===== src/rtl/vga_bitmap_scaler.sv =====
// VGA timing generator with a scaled monochrome bitmap window.
// The bitmap is shadowed once per frame so that mid-frame writes never tear the image.
module vga_bitmap_scaler #(
  parameter int H_ACTIVE = 640,
  parameter int H_FP     = 16,
  parameter int H_SYNC   = 96,
  parameter int H_BP     = 48,
  parameter int V_ACTIVE = 480,
  parameter int V_FP     = 10,
  parameter int V_SYNC   = 2,
  parameter int V_BP     = 33,
  parameter int BMP_W    = 8,
  parameter int BMP_H    = 8,
  parameter int SCALE    = 8,
  parameter int WIN_X    = 288,
  parameter int WIN_Y    = 208
) (
  input  logic                     dclk,
  input  logic                     clr_n,
  input  logic [BMP_W*BMP_H-1:0]   vdata,
  input  logic [11:0]              fg_color,
  input  logic [11:0]              bg_color,
  output logic                     hsync,
  output logic                     vsync,
  output logic [3:0]               red,
  output logic [3:0]               green,
  output logic [3:0]               blue,
  output logic                     frame_start
);

  localparam int H_TOT = H_ACTIVE + H_FP + H_SYNC + H_BP;
  localparam int V_TOT = V_ACTIVE + V_FP + V_SYNC + V_BP;
  localparam int HW    = $clog2(H_TOT);
  localparam int VW    = $clog2(V_TOT);
  localparam int NPIX  = BMP_W * BMP_H;
  localparam int IW    = (NPIX > 1)  ? $clog2(NPIX)  : 1;
  localparam int CW    = (BMP_W > 1) ? $clog2(BMP_W) : 1;
  localparam int SW    = (SCALE > 1) ? $clog2(SCALE) : 1;

  localparam logic [HW-1:0] H_LAST   = HW'(H_TOT - 1);
  localparam logic [VW-1:0] V_LAST   = VW'(V_TOT - 1);
  localparam logic [HW-1:0] H_ACT_E  = HW'(H_ACTIVE);
  localparam logic [VW-1:0] V_ACT_E  = VW'(V_ACTIVE);
  localparam logic [HW-1:0] HS_S     = HW'(H_ACTIVE + H_FP);
  localparam logic [HW-1:0] HS_E     = HW'(H_ACTIVE + H_FP + H_SYNC);
  localparam logic [VW-1:0] VS_S     = VW'(V_ACTIVE + V_FP);
  localparam logic [VW-1:0] VS_E     = VW'(V_ACTIVE + V_FP + V_SYNC);
  localparam logic [HW-1:0] WX_S     = HW'(WIN_X);
  localparam logic [HW-1:0] WX_E     = HW'(WIN_X + BMP_W * SCALE);
  localparam logic [VW-1:0] WY_S     = VW'(WIN_Y);
  localparam logic [VW-1:0] WY_E     = VW'(WIN_Y + BMP_H * SCALE);
  localparam logic [SW-1:0] S_LAST   = SW'(SCALE - 1);
  localparam logic [IW-1:0] ROW_STEP = IW'(BMP_W);

  logic [HW-1:0]   hc;
  logic [VW-1:0]   vc;
  logic            line_end;
  logic            frame_end;
  logic            in_h;
  logic            in_v;

  logic [SW-1:0]   sx;
  logic [CW-1:0]   col;
  logic [SW-1:0]   sy;
  logic [IW-1:0]   row_base;
  logic [IW-1:0]   idx;

  logic [NPIX-1:0] shadow;

  logic            s1_win;
  logic            s1_act;
  logic [IW-1:0]   s1_idx;
  logic            s1_hs;
  logic            s1_vs;
  logic            s1_first;

  logic [11:0]     pix_color;

  assign line_end  = (hc == H_LAST);
  assign frame_end = line_end && (vc == V_LAST);
  assign in_h      = (hc >= WX_S) && (hc < WX_E);
  assign in_v      = (vc >= WY_S) && (vc < WY_E);
  assign idx       = row_base + IW'(col);

  always_ff @(posedge dclk) begin
    if (!clr_n) begin
      hc <= '0;
      vc <= '0;
    end else if (line_end) begin
      hc <= '0;
      vc <= (vc == V_LAST) ? '0 : vc + 1'b1;
    end else begin
      hc <= hc + 1'b1;
    end
  end

  // Column position: cleared whenever outside the window so it starts at 0 on entry.
  always_ff @(posedge dclk) begin
    if (!clr_n || !in_h) begin
      sx  <= '0;
      col <= '0;
    end else if (sx == S_LAST) begin
      sx  <= '0;
      col <= col + 1'b1;
    end else begin
      sx  <= sx + 1'b1;
    end
  end

  // Row position tracked as a base bit index so no multiplier is needed.
  always_ff @(posedge dclk) begin
    if (!clr_n) begin
      sy       <= '0;
      row_base <= '0;
    end else if (line_end) begin
      if (!in_v) begin
        sy       <= '0;
        row_base <= '0;
      end else if (sy == S_LAST) begin
        sy       <= '0;
        row_base <= row_base + ROW_STEP;
      end else begin
        sy       <= sy + 1'b1;
      end
    end
  end

  always_ff @(posedge dclk) begin
    if (!clr_n) begin
      shadow <= '0;
    end else if (frame_end) begin
      shadow <= vdata;
    end
  end

  always_ff @(posedge dclk) begin
    if (!clr_n) begin
      s1_win   <= 1'b0;
      s1_act   <= 1'b0;
      s1_idx   <= '0;
      s1_hs    <= 1'b1;
      s1_vs    <= 1'b1;
      s1_first <= 1'b0;
    end else begin
      s1_win   <= in_h && in_v;
      s1_act   <= (hc < H_ACT_E) && (vc < V_ACT_E);
      s1_idx   <= idx;
      s1_hs    <= !((hc >= HS_S) && (hc < HS_E));
      s1_vs    <= !((vc >= VS_S) && (vc < VS_E));
      s1_first <= (hc == '0) && (vc == '0);
    end
  end

  always_comb begin
    pix_color = 12'h000;
    if (s1_act && s1_win) begin
      pix_color = shadow[s1_idx] ? fg_color : bg_color;
    end
  end

  always_ff @(posedge dclk) begin
    if (!clr_n) begin
      hsync       <= 1'b1;
      vsync       <= 1'b1;
      red         <= 4'h0;
      green       <= 4'h0;
      blue        <= 4'h0;
      frame_start <= 1'b0;
    end else begin
      hsync       <= s1_hs;
      vsync       <= s1_vs;
      red         <= pix_color[11:8];
      green       <= pix_color[7:4];
      blue        <= pix_color[3:0];
      frame_start <= s1_first;
    end
  end

endmodule


===== config.mk =====
export PLATFORM = sky130hd
export DESIGN_NAME = vga_bitmap_scaler
export DESIGN_NICKNAME = d
export VERILOG_FILES = /design/src/rtl/vga_bitmap_scaler.sv
export SDC_FILE = /design/constraint.sdc
export NUM_CORES = 1
export LEC_CHECK = 0
export ABC_AREA = 1
export BUFFER_PORTS_ARGS = -buffer_cell sky130_fd_sc_hd__buf_2
export CAP_MARGIN = 10
export CORE_MARGIN = 10
export CORE_UTILIZATION = 30
export DETAILED_ROUTE_END_ITERATION = 8
export HOLD_SLACK_MARGIN = 0.12
export PLACE_DENSITY = 0.51
export SYNTH_ARGS = -nofsm -noshare
export SYNTH_HDL_FRONTEND = slang
export SYNTH_SLANG_ARGS = --single-unit
export TNS_END_PERCENT = 20

===== constraint.sdc =====
create_clock -name dclk -period 2.4 [get_ports dclk]
set_input_delay 0.12 -clock dclk [delete_from_list [all_inputs] [get_ports dclk]]
set_output_delay 0.12 -clock dclk [all_outputs]
set_load 0.02 [all_outputs]

==> out/metrics.yaml, run 1 <==
synthesis:
  yosysUniqueCellTypes: 37
  synth_fp_nets: 863
  yosys-top-cells-area: "dfxtp_1 (44%), nor2_1 (11%), nand2_1 (9.0%)"
  ys_seq_area_frac: 0.444
  ys.flop_type: "dfxtp_1"
  ys_ff_latch: 122
  synthArstFlopShare: 0
  ys_warn_count: 0
  synth_edf_count: 0
  synth_top_area_frac: 0.444
  syn_avg_cell_area_um2: 7.21
  netlist_area_um2: 5500
  synthCells: 762
  yosysTopAreaCell: "dfxtp_1"
clocking:
  clk_pin_slew_ns: 0.05
  cts.sinks: 122
  cts_buffer_depth: 2
  cts_buffers: 17
  root_buffer: "clkbuf_16"
  htreeDepth: 4
  worstSkewPairLatency_ns: 0.42
  cts_tree: "done"
drt:
  avgViaCountPerCell: 4.44
  drt_iter0_markers: 216
  avgRoutedWirePerCell_um: 12.7
  first_pass_iters: 4
  drt_wl_total_um: 15100
  route.detailed.drc: 0
  drtAntennaViolNets: 0
  vias: 5268
layout:
  drive_gt1_frac: 0.174
  syn_to_final_growth_pct: 38.2
  nNetsFinal: 1046
  final_common_cell: "nor2_1"
  fillers: 1883
  final_util: 0.423
  diodes: 0
  final_cell_mix: "nor2_1 (167), nand2_1 (132), dfxtp_1 (122), buf_2 (104), dlygate4sd3_1 (88)"
global_routing:
  grt_pass1_vias: 5216
  grt_pass1_wl_um: 25300
  grt_antenna_before_repair: 0
  grt_max_degree: 76
  track_usage: 0.128
  gr-total-overflow: 0
setup_path:
  cp-start-kind: "flip-flop"
  cp.arrival_ns: 2.48
  crit_fanout: 26
  cp_cell_sequence: "ha_1 -> nand2_1 -> nor2_2 -> inv_1 -> nor4_4 -> inv_2 -> nor2_4 -> inv_2 -> buf_12 -> nand2_2 -> inv_2 -> o21ai_0 -> nor2_1"
  reg2reg_depth: 13
  max_stage_delay_ns: 0.36
  worst-setup-path-type: "flip-flop to flip-flop"
  crit_path_end_kind: "flip-flop"
  r2r_end: "vc[8]"
  cp.required_ns: 2.71
  ff2ff_setup_slack_ns: 0.22
  critPathMostFrequentCell: "inv_2"
  rr_startpoint: "hc[0]"
  cp_slowest_cell: "dfxtp_1"
hold_path:
  hp-class: "input pin to flip-flop"
  hp-start: "clr_n"
  hold_depth: 3
  min_to: "vc[9]"
placed_design:
  io_buffers: 104
  dp_hpwl_um: 10300
  gp_congestion: 0.749
timing:
  fmax_mhz: 460
  setup_viol: 0
  min_period_over_period: 0.907
  rsz0062_at_grt: "true"
  skew_ns: 0.0106
  worstMarginPinSlew_ns: 0.692
  relSlewSlack: 0.539
  min_period_ns: 2.18
  hold_viol_final: 0
  holdWs_ns: 0.202
  drv_slew: 0
floorplanning:
  fp-row-count: 49
  dieArea_um2: 24100
  die_h_um: 155
  dieWidth_um: 155
  io_pins: 105
  initial_utilization: 0.306
  core_area_um2: 18000
power:
  p_seq_frac: 0.408
  ir_worst_vdd_uv: 391
  clkPwrFrac: 0.525
  power.switching_mw: 1.01
  intPower_mw: 3.98
  powerDensity_nw_per_um2: 658
  power.leakage_nw: 3.23
  switching_share: 0.203
  power.share.combinational: 0.066
job:
  maxCapViolCount: 0
status:
  outcome: "finished, final reports clean"
==> power groups by stage <==
stage               sequential, mW  combinational (mW)  clock, mW
finish                        2.04               0.330       2.63
global route                  2.04               0.371       2.79
CTS                           2.04               0.332       2.69
detailed placement            2.08               0.219          0
global placement              2.08               0.218          0
floorplan                     2.08               0.113          0
==> cells in the mapped netlist (6+ instances only) <==
cell type / number
clkbuf_1: 11
nor3_1: 8
or2_2: 6
nor2_1: 167
clkbuf_8: 6
buf_2: 10
o21ai_0: 22
dfxtp_1: 122
nand3_1: 77
inv_1: 53
inv_2: 7
ha_1: 11
buf_6: 8
nand2_1: 132
o21ai_1: 48
a21oi_1: 28
==> layout make-up <==
type / count / area [um^2] / area share
multi-input cells: 539 / 2530 / 0.333
flip-flops and latches: 122 / 2440 / 0.322
inverters: 61 / 229 / 0.0301
repair buffers: 204 / 1510 / 0.198
clock inverters: 9 / 145 / 0.0191
clock buffers: 23 / 458 / 0.0603
well taps: 229 / 287 / 0.0377
==> layer usage <==
layer / vias up / track usage / routed length [um]
met3: 22 / 0.0408 / 704
met4: 0 / 0.0468 / 244
met2: 95 / 0.210 / 7050
met1: 2322 / 0.152 / 7100
met5: - / 0 / 0
li1: 2829 / - / -
==> logic make-up after synthesis <==
group,synth area share
and+or+nand+nor,0.316
adders and majority gates,0.0250
other,0.000682
AOI/OAI and AO/OA,0.108
buffers and inverters,0.0965
DFF,0.444
xor gates and xnor gates,0.00797
muxes,0.00182
==> how the worst max path moves through the flow <==
| stage | startpoint | end | slack (ns) | cells after the start |
|---|---|---|---|---|
| floorplan | hc[0] | shadow[33] | 0.69 | 12 |
| global placement | hc[0] | shadow[11] | 0.22 | 10 |
| detailed placement | hc[0] | shadow[59] | 0.19 | 10 |
| CTS | hc[0] | shadow[16] | 0.14 | 10 |
| global route | hc[0] | vc[0] | -0.03 | 13 |
| finish | hc[0] | vc[8] | 0.22 | 13 |
==> metrics by stage <==
| stage | instances | total power, mW | instance area (um^2) | worst slack, ns | setup TNS, ns |
|---|---|---|---|---|---|
| final | 1187 | 5.00 | 7600 | 0.224 | 0 |
| after detailed placement | 1067 | 2.30 | 6110 | 0.192 | 0 |
| after global placement | 1067 | 2.30 | 6110 | 0.217 | 0 |
| after CTS | 1187 | 5.06 | 7590 | 0.139 | 0 |
| after global routing | 1187 | 5.20 | 7600 | -0.0282 | -0.0559 |
| after floorplan | 762 | 2.20 | 5500 | 0.695 | 0 |
==> repair_timing <==
action | 4_1_cts | 5_1_grt
gates resized for setup | 0 | 1
hold buffers | 88 | 0
setup buffers | 0 | 0
hold endpoints to repair | 76 | 0
setup endpoints to repair | 0 | 63
==> flip-flops by register name, summed over array words and instances, names as in the netlist, 3 cells and up <==
signal,cells
shadow,64
hc,10
s1_idx,6
red,4
vc,10
sx,3
blue,4
green,4
row_base,3
col,3
sy,3
==> critical path: cells and delay by family, from the launching register on <==
family          cells  cell delay, ns
compound gates      1            0.08
fa+ha+maj           1            0.18
flops               1            0.36
simple gates        6            0.75
buf+inv             5            0.70
No activity file was read; power rests on OpenSTA's default activity.
==> inputs of run 2 (changes only) <==
Settings changed: CORE_ASPECT_RATIO from default to 0.8.
==> out/metrics.yaml, run 2 (synthesized netlist as in run 1, its figures left out) <==
status:
  outcome: "finished, final reports clean"  # unchanged
layout:
  diodes: 0  # unchanged
  final_util: 0.422  # was 0.423
  syn_to_final_growth_pct: 38.8  # was 38.2%
  top_register: "shadow"  # unchanged
  reg.largest.list: "shadow: 64 flops, hc: 10 flops, vc: 10 flops"  # unchanged
  fillers: 1860  # was 1,883
  largest_reg_flops: 64  # unchanged
  final_common_cell: "nor2_1"  # unchanged
  final_cell_mix: "nor2_1 (167), nand2_1 (132), dfxtp_1 (122), buf_2 (104), dlygate4sd3_1 (88)"  # unchanged
  nNetsFinal: 1047  # was 1,046
  drive_gt1_frac: 0.177  # was 0.174
setup_path:
  rr_startpoint: "hc[0]"  # unchanged
  cp.required_ns: 2.69  # was 2.71 ns
  cp.arrival_ns: 2.43  # was 2.48 ns
  crit_start: "hc[0]"  # unchanged
  cp-start-kind: "flip-flop"  # unchanged
  worst-setup-path-type: "flip-flop to flip-flop"  # unchanged
  crit_fanout: 44  # was 26
  crit_path_end_kind: "flip-flop"  # unchanged
placed_design:
  io_buffers: 104  # unchanged
  gp_congestion: 0.837  # was 0.749
  dp_hpwl_um: 10000  # was 10,300 um
global_routing:
  gr-total-overflow: 0  # unchanged
  grt_max_degree: 76  # unchanged
  track_usage: 0.133  # was 0.128
  grt_pass1_wl_um: 25900  # was 25,300 um
  grt_antenna_before_repair: 0  # unchanged
  grt_pass1_vias: 5208  # was 5,216
drt:
  route.detailed.drc: 0  # unchanged
  drt_wl_total_um: 15400  # was 15,100 um
  drtAntennaViolNets: 0  # unchanged
  avgRoutedWirePerCell_um: 13.0  # was 12.7 um
  avgViaCountPerCell: 4.39  # was 4.44
  drt_iter0_markers: 305  # was 216
  vias: 5215  # was 5,268
  first_pass_iters: 4  # unchanged
timing:
  fin_tns_setup_ns: 0  # unchanged
  rsz0062_at_grt: "false"  # was true
  min_period_ns: 2.14  # was 2.18 ns
  drv_slew: 0  # unchanged
  relSlewSlack: 0.357  # was 0.539
  worstMarginPinSlew_ns: 0.961  # was 0.692 ns
  skew_ns: 0.0103  # was 0.0106 ns
  hold_viol_final: 0  # unchanged
  fmax_mhz: 467  # was 460 MHz
  setup_viol: 0  # unchanged
  min_period_over_period: 0.893  # was 0.907
clocking:
  htreeDepth: 4  # unchanged
  cts_tree: "done"  # unchanged
  cts_buffer_depth: 2  # unchanged
  root_buffer: "clkbuf_16"  # unchanged
  worstSkewPairLatency_ns: 0.41  # was 0.42 ns
  cts_buffers: 17  # unchanged
  clk_pin_slew_ns: 0.06  # was 0.05 ns
  cts.sinks: 122  # unchanged
floorplanning:
  die_h_um: 141  # was 155 um
  io_pins: 105  # unchanged
  dieWidth_um: 171  # was 155 um
  initial_utilization: 0.304  # was 0.306
  fp-row-count: 44  # was 49
  dieArea_um2: 24200  # was 24,100 um^2
  core_area_um2: 18100  # was 18,000 um^2
power:
  intPower_mw: 3.92  # was 3.98 mW
  power.switching_mw: 1.04  # was 1.01 mW
  power.leakage_nw: 3.23  # about the same
  clkPwrFrac: 0.521  # was 0.525
  ir_worst_vdd_uv: 330  # was 391 uV
  switching_share: 0.210  # was 0.203
  powerDensity_nw_per_um2: 650  # was 658 nW/um^2
  power.share.combinational: 0.067  # was 0.066
  p_seq_frac: 0.412  # was 0.408
job:
  maxCapViolCount: 0  # unchanged
hold_path:
  hp-class: "input pin to flip-flop"  # unchanged
  hp-start: "clr_n"  # unchanged
==> run 2: repair_timing <==
item	in CTS	in global routing
endpoints found under the setup margin	0	1
resized for setup	0	3
hold endpoints to repair	76	0
buffers inserted	0	2
hold buffers	88	0
==> run 2: final timing paths <==
check             depth (start not counted)  slack (ns)         end
setup reg to reg                         11        0.26  shadow[62]
setup / recovery                         11        0.26  shadow[62]
hold / removal                            3        0.24       sy[1]
hold reg to reg                           1        0.42       hsync
==> run 2: critical path: stages, from the launching register on <==
cell	delay (ns)
dfxtp_1	0.37
ha_1	0.18
nand2_1	0.08
nor2_2	0.11
inv_1	0.10
nor4_4	0.36
inv_2	0.09
nor2_4	0.15
inv_4	0.13
buf_12	0.20
o21ai_1	0.18
nor2_1	0.06
==> run 2: layout make-up <==
cell class | count | area, um^2 | share of cell area
clock buffers | 25 | 515 | 0.0676
clock inverters | 6 | 85.1 | 0.0112
inverters | 61 | 231 | 0.0304
multi-input cells | 539 | 2530 | 0.331
flip-flops and latches | 122 | 2440 | 0.320
well taps | 230 | 288 | 0.0377
repair buffers | 205 | 1540 | 0.201
==> run 2: metal layers <==
layer | GRT usage | part of all wire | up-vias
met3 | 0.0343 | 0.055 | 9
met5 | 0 | 0 | -
met1 | 0.175 | 0.50 | 2268
met4 | 0.0521 | 0.0091 | 0
li1 | - | - | 2830
met2 | 0.204 | 0.44 | 108
==> run 2: stage by stage <==
step	setup WS (ns)	area, um^2	cells	hold WS, ns	total power [mW]
floorplan	0.695	5500	762	0.252	2.20
global placement	0.340	6130	1067	0.348	2.31
detailed placement	0.289	6130	1067	0.350	2.31
CTS	0.278	7610	1186	0.217	5.04
global route	0.00211	7630	1188	0.269	5.16
finish	0.257	7630	1188	0.241	4.96
==> run 2: power groups by stage <==
| stage | clock [mW] | sequential (mW) | combinational, mW |
|---|---|---|---|
| after floorplan | 0 | 2.08 | 0.113 |
| after global placement | 0 | 2.08 | 0.223 |
| after detailed placement | 0 | 2.08 | 0.222 |
| after CTS | 2.66 | 2.04 | 0.334 |
| after global routing | 2.74 | 2.04 | 0.375 |
| final | 2.58 | 2.04 | 0.332 |
==> inputs of run 3 (changes only) <==
Settings changed: BUFFER_PORTS_ARGS -buffer_cell sky130_fd_sc_hd__buf_2 to default, CORE_MARGIN 10 to default, DONT_BUFFER_PORTS from default to 1, PLACE_DENSITY 0.51 to 0.46.
==> out/metrics.yaml, run 3 (synthesized netlist as in run 1, its figures left out) <==
layout:
  final_common_cell: "nor2_1"  # unchanged
  top_register: "shadow"  # unchanged
  final_cells: 1077  # was 1,188
  diodes: 0  # unchanged
  final_util: 0.402  # was 0.422
  syn_to_final_growth_pct: 29.2  # was 38.8%
  nNetsFinal: 942  # was 1,047
  final_area_um2: 7100  # was 7630 um^2
  reg.largest.list: "shadow: 64 flops, hc: 10 flops, vc: 10 flops"  # unchanged
  final_cell_mix: "nor2_1 (167), nand2_1 (132), dfxtp_1 (122), dlygate4sd3_1 (90), nand3_1 (77)"  # was nor2_1 (167), nand2_1 (132), dfxtp_1 (122), buf_2 (104), dlygate4sd3_1 (88)
  largest_reg_flops: 64  # unchanged
  drive_gt1_frac: 0.0728  # was 0.177
  fillers: 1786  # was 1,860
floorplanning:
  dieWidth_um: 153  # was 171 um
  io_pins: 105  # unchanged
  initial_utilization: 0.311  # was 0.304
  die_h_um: 123  # was 141 um
  core_area_um2: 17600  # was 18,100 um^2
  dieArea_um2: 18900  # was 24,200 um^2
  fp-row-count: 43  # was 44
clocking:
  clk_pin_slew_ns: 0.05  # was 0.06 ns
  cts_buffers: 17  # unchanged
  worstSkewPairLatency_ns: 0.42  # was 0.41 ns
  root_buffer: "clkbuf_16"  # unchanged
  cts_tree: "done"  # unchanged
  cts_buffer_depth: 2  # unchanged
  cts.sinks: 122  # unchanged
  htreeDepth: 4  # unchanged
placed_design:
  gp_congestion: 0.767  # was 0.837
  io_buffers: 0  # was 104
  dp_cells: 954  # was 1,067
  dp_hpwl_um: 9110  # was 10,000 um
  place_area_um2: 5550  # was 6130 um^2
timing:
  rsz0062_at_grt: "true"  # was false
  drv_slew: 0  # unchanged
  hold_viol_final: 0  # unchanged
  relSlewSlack: 0.477  # was 0.357
  worstMarginPinSlew_ns: 0.781  # was 0.961 ns
  min_period_over_period: 0.912  # was 0.893
  setup_viol: 0  # unchanged
  skew_ns: 0.0102  # was 0.0103 ns
  min_period_ns: 2.19  # was 2.14 ns
  fmax_mhz: 457  # was 467 MHz
  fin_tns_setup_ns: 0  # unchanged
drt:
  avgRoutedWirePerCell_um: 12.9  # was 13.0 um
  vias: 4990  # was 5,215
  drtAntennaViolNets: 0  # unchanged
  drt_wl_total_um: 13900  # was 15,400 um
  drt_iter0_markers: 361  # was 305
  avgViaCountPerCell: 4.63  # was 4.39
  first_pass_iters: 5  # was 4
  route.detailed.drc: 0  # unchanged
hold_path:
  hp-class: "input pin to flip-flop"  # unchanged
  hold_depth: 3  # unchanged
setup_path:
  cp.arrival_ns: 2.49  # was 2.43 ns
  crit_path_end_kind: "flip-flop"  # unchanged
  cp.required_ns: 2.70  # was 2.69 ns
  worst-setup-path-type: "flip-flop to flip-flop"  # unchanged
  reg2reg_depth: 11  # unchanged
  cp-start-kind: "flip-flop"  # unchanged
  crit_fanout: 44  # unchanged
global_routing:
  gr-total-overflow: 0  # unchanged
  track_usage: 0.156  # was 0.133
  grt_max_degree: 77  # was 76
  grt_pass1_vias: 4757  # was 5,208
  grt_antenna_before_repair: 0  # unchanged
  grt_pass1_wl_um: 22800  # was 25,900 um
job:
  maxCapViolCount: 0  # unchanged
power:
  ir_worst_vdd_uv: 352  # was 330 uV
  power.leakage_nw: 2.80  # was 3.23 nW
  fin_total_pwr_mw: 4.90  # was 4.96 mW
  powerDensity_nw_per_um2: 690  # was 650 nW/um^2
status:
  outcome: "finished, final reports clean"  # unchanged
run 3: cell types whose count changed in the layout (fill, tap and decap cells not counted), sizes merged:
cell	previous run	this run
dlygate4sd3	88	90
buf	117	9
clkbuf	25	23
bufinv	2	3
clkinvlp	2	0
clkinv	3	6
run 3: where the power goes:
| group | switching, mW | leakage [nW] | internal (mW) |
|---|---|---|---|
| Sequential | 0.00795 | 0.984 | 2.04 |
| Combinational | 0.119 | 1.52 | 0.149 |
| Clock | 0.888 | 0.296 | 1.70 |
| Total | 1.02 | 2.80 | 3.88 |
run 3: critical path, cell delays in order, from the launching register on:
cell and delay (ns):
dfxtp_1 0.37, ha_1 0.18, nand2_1 0.08, nor2_2 0.11, inv_1 0.10, nor4_4 0.34
inv_2 0.09, nor2_4 0.13, inv_4 0.13, buf_12 0.20, o21ai_0 0.25, nor2_1 0.07
run 3: path summary, 6_finish.rpt:
check,startpoint,slack (ns),end
hold / removal,fg_color[6],0.39,green[2]
setup / recovery,hc[0],0.21,shadow[5]
setup reg to reg,hc[0],0.21,shadow[5]
hold reg to reg,s1_hs,0.41,hsync
run 3: cell type report:
class                   count  area (um^2)  area share
multi-input cells         539         2530       0.357
flip-flops and latches    122         2440       0.344
repair buffers            100         1010       0.143
clock buffers              22          474      0.0668
well taps                 225          282      0.0397
inverters                  61          231      0.0326
clock inverters             8          119      0.0167
run 3: stage by stage:
step | hold slack [ns] | setup slack [ns]
finish | 0.387 | 0.211
CTS | 0.369 | 0.132
floorplan | 0.252 | 0.695
detailed placement | 0.235 | 0.145
global placement | 0.232 | 0.182
global route | 0.380 | -0.0342
run 3: what timing repair did:
item                                   CTS  global route
endpoints found under the hold margin   99             0
resized for setup                        0             5
buffers inserted                         0             2
setup endpoints to repair                0            78
hold buffers                            91             0
run 3: routing by layer:
metal / part of all wire / vias up / GRT usage
met5: 0 / - / 0
met1: 0.51 / 2240 / 0.208
met4: 0.011 / 0 / 0.0568
met2: 0.43 / 122 / 0.242
met3: 0.047 / 13 / 0.0403
li1: - / 2615 / -
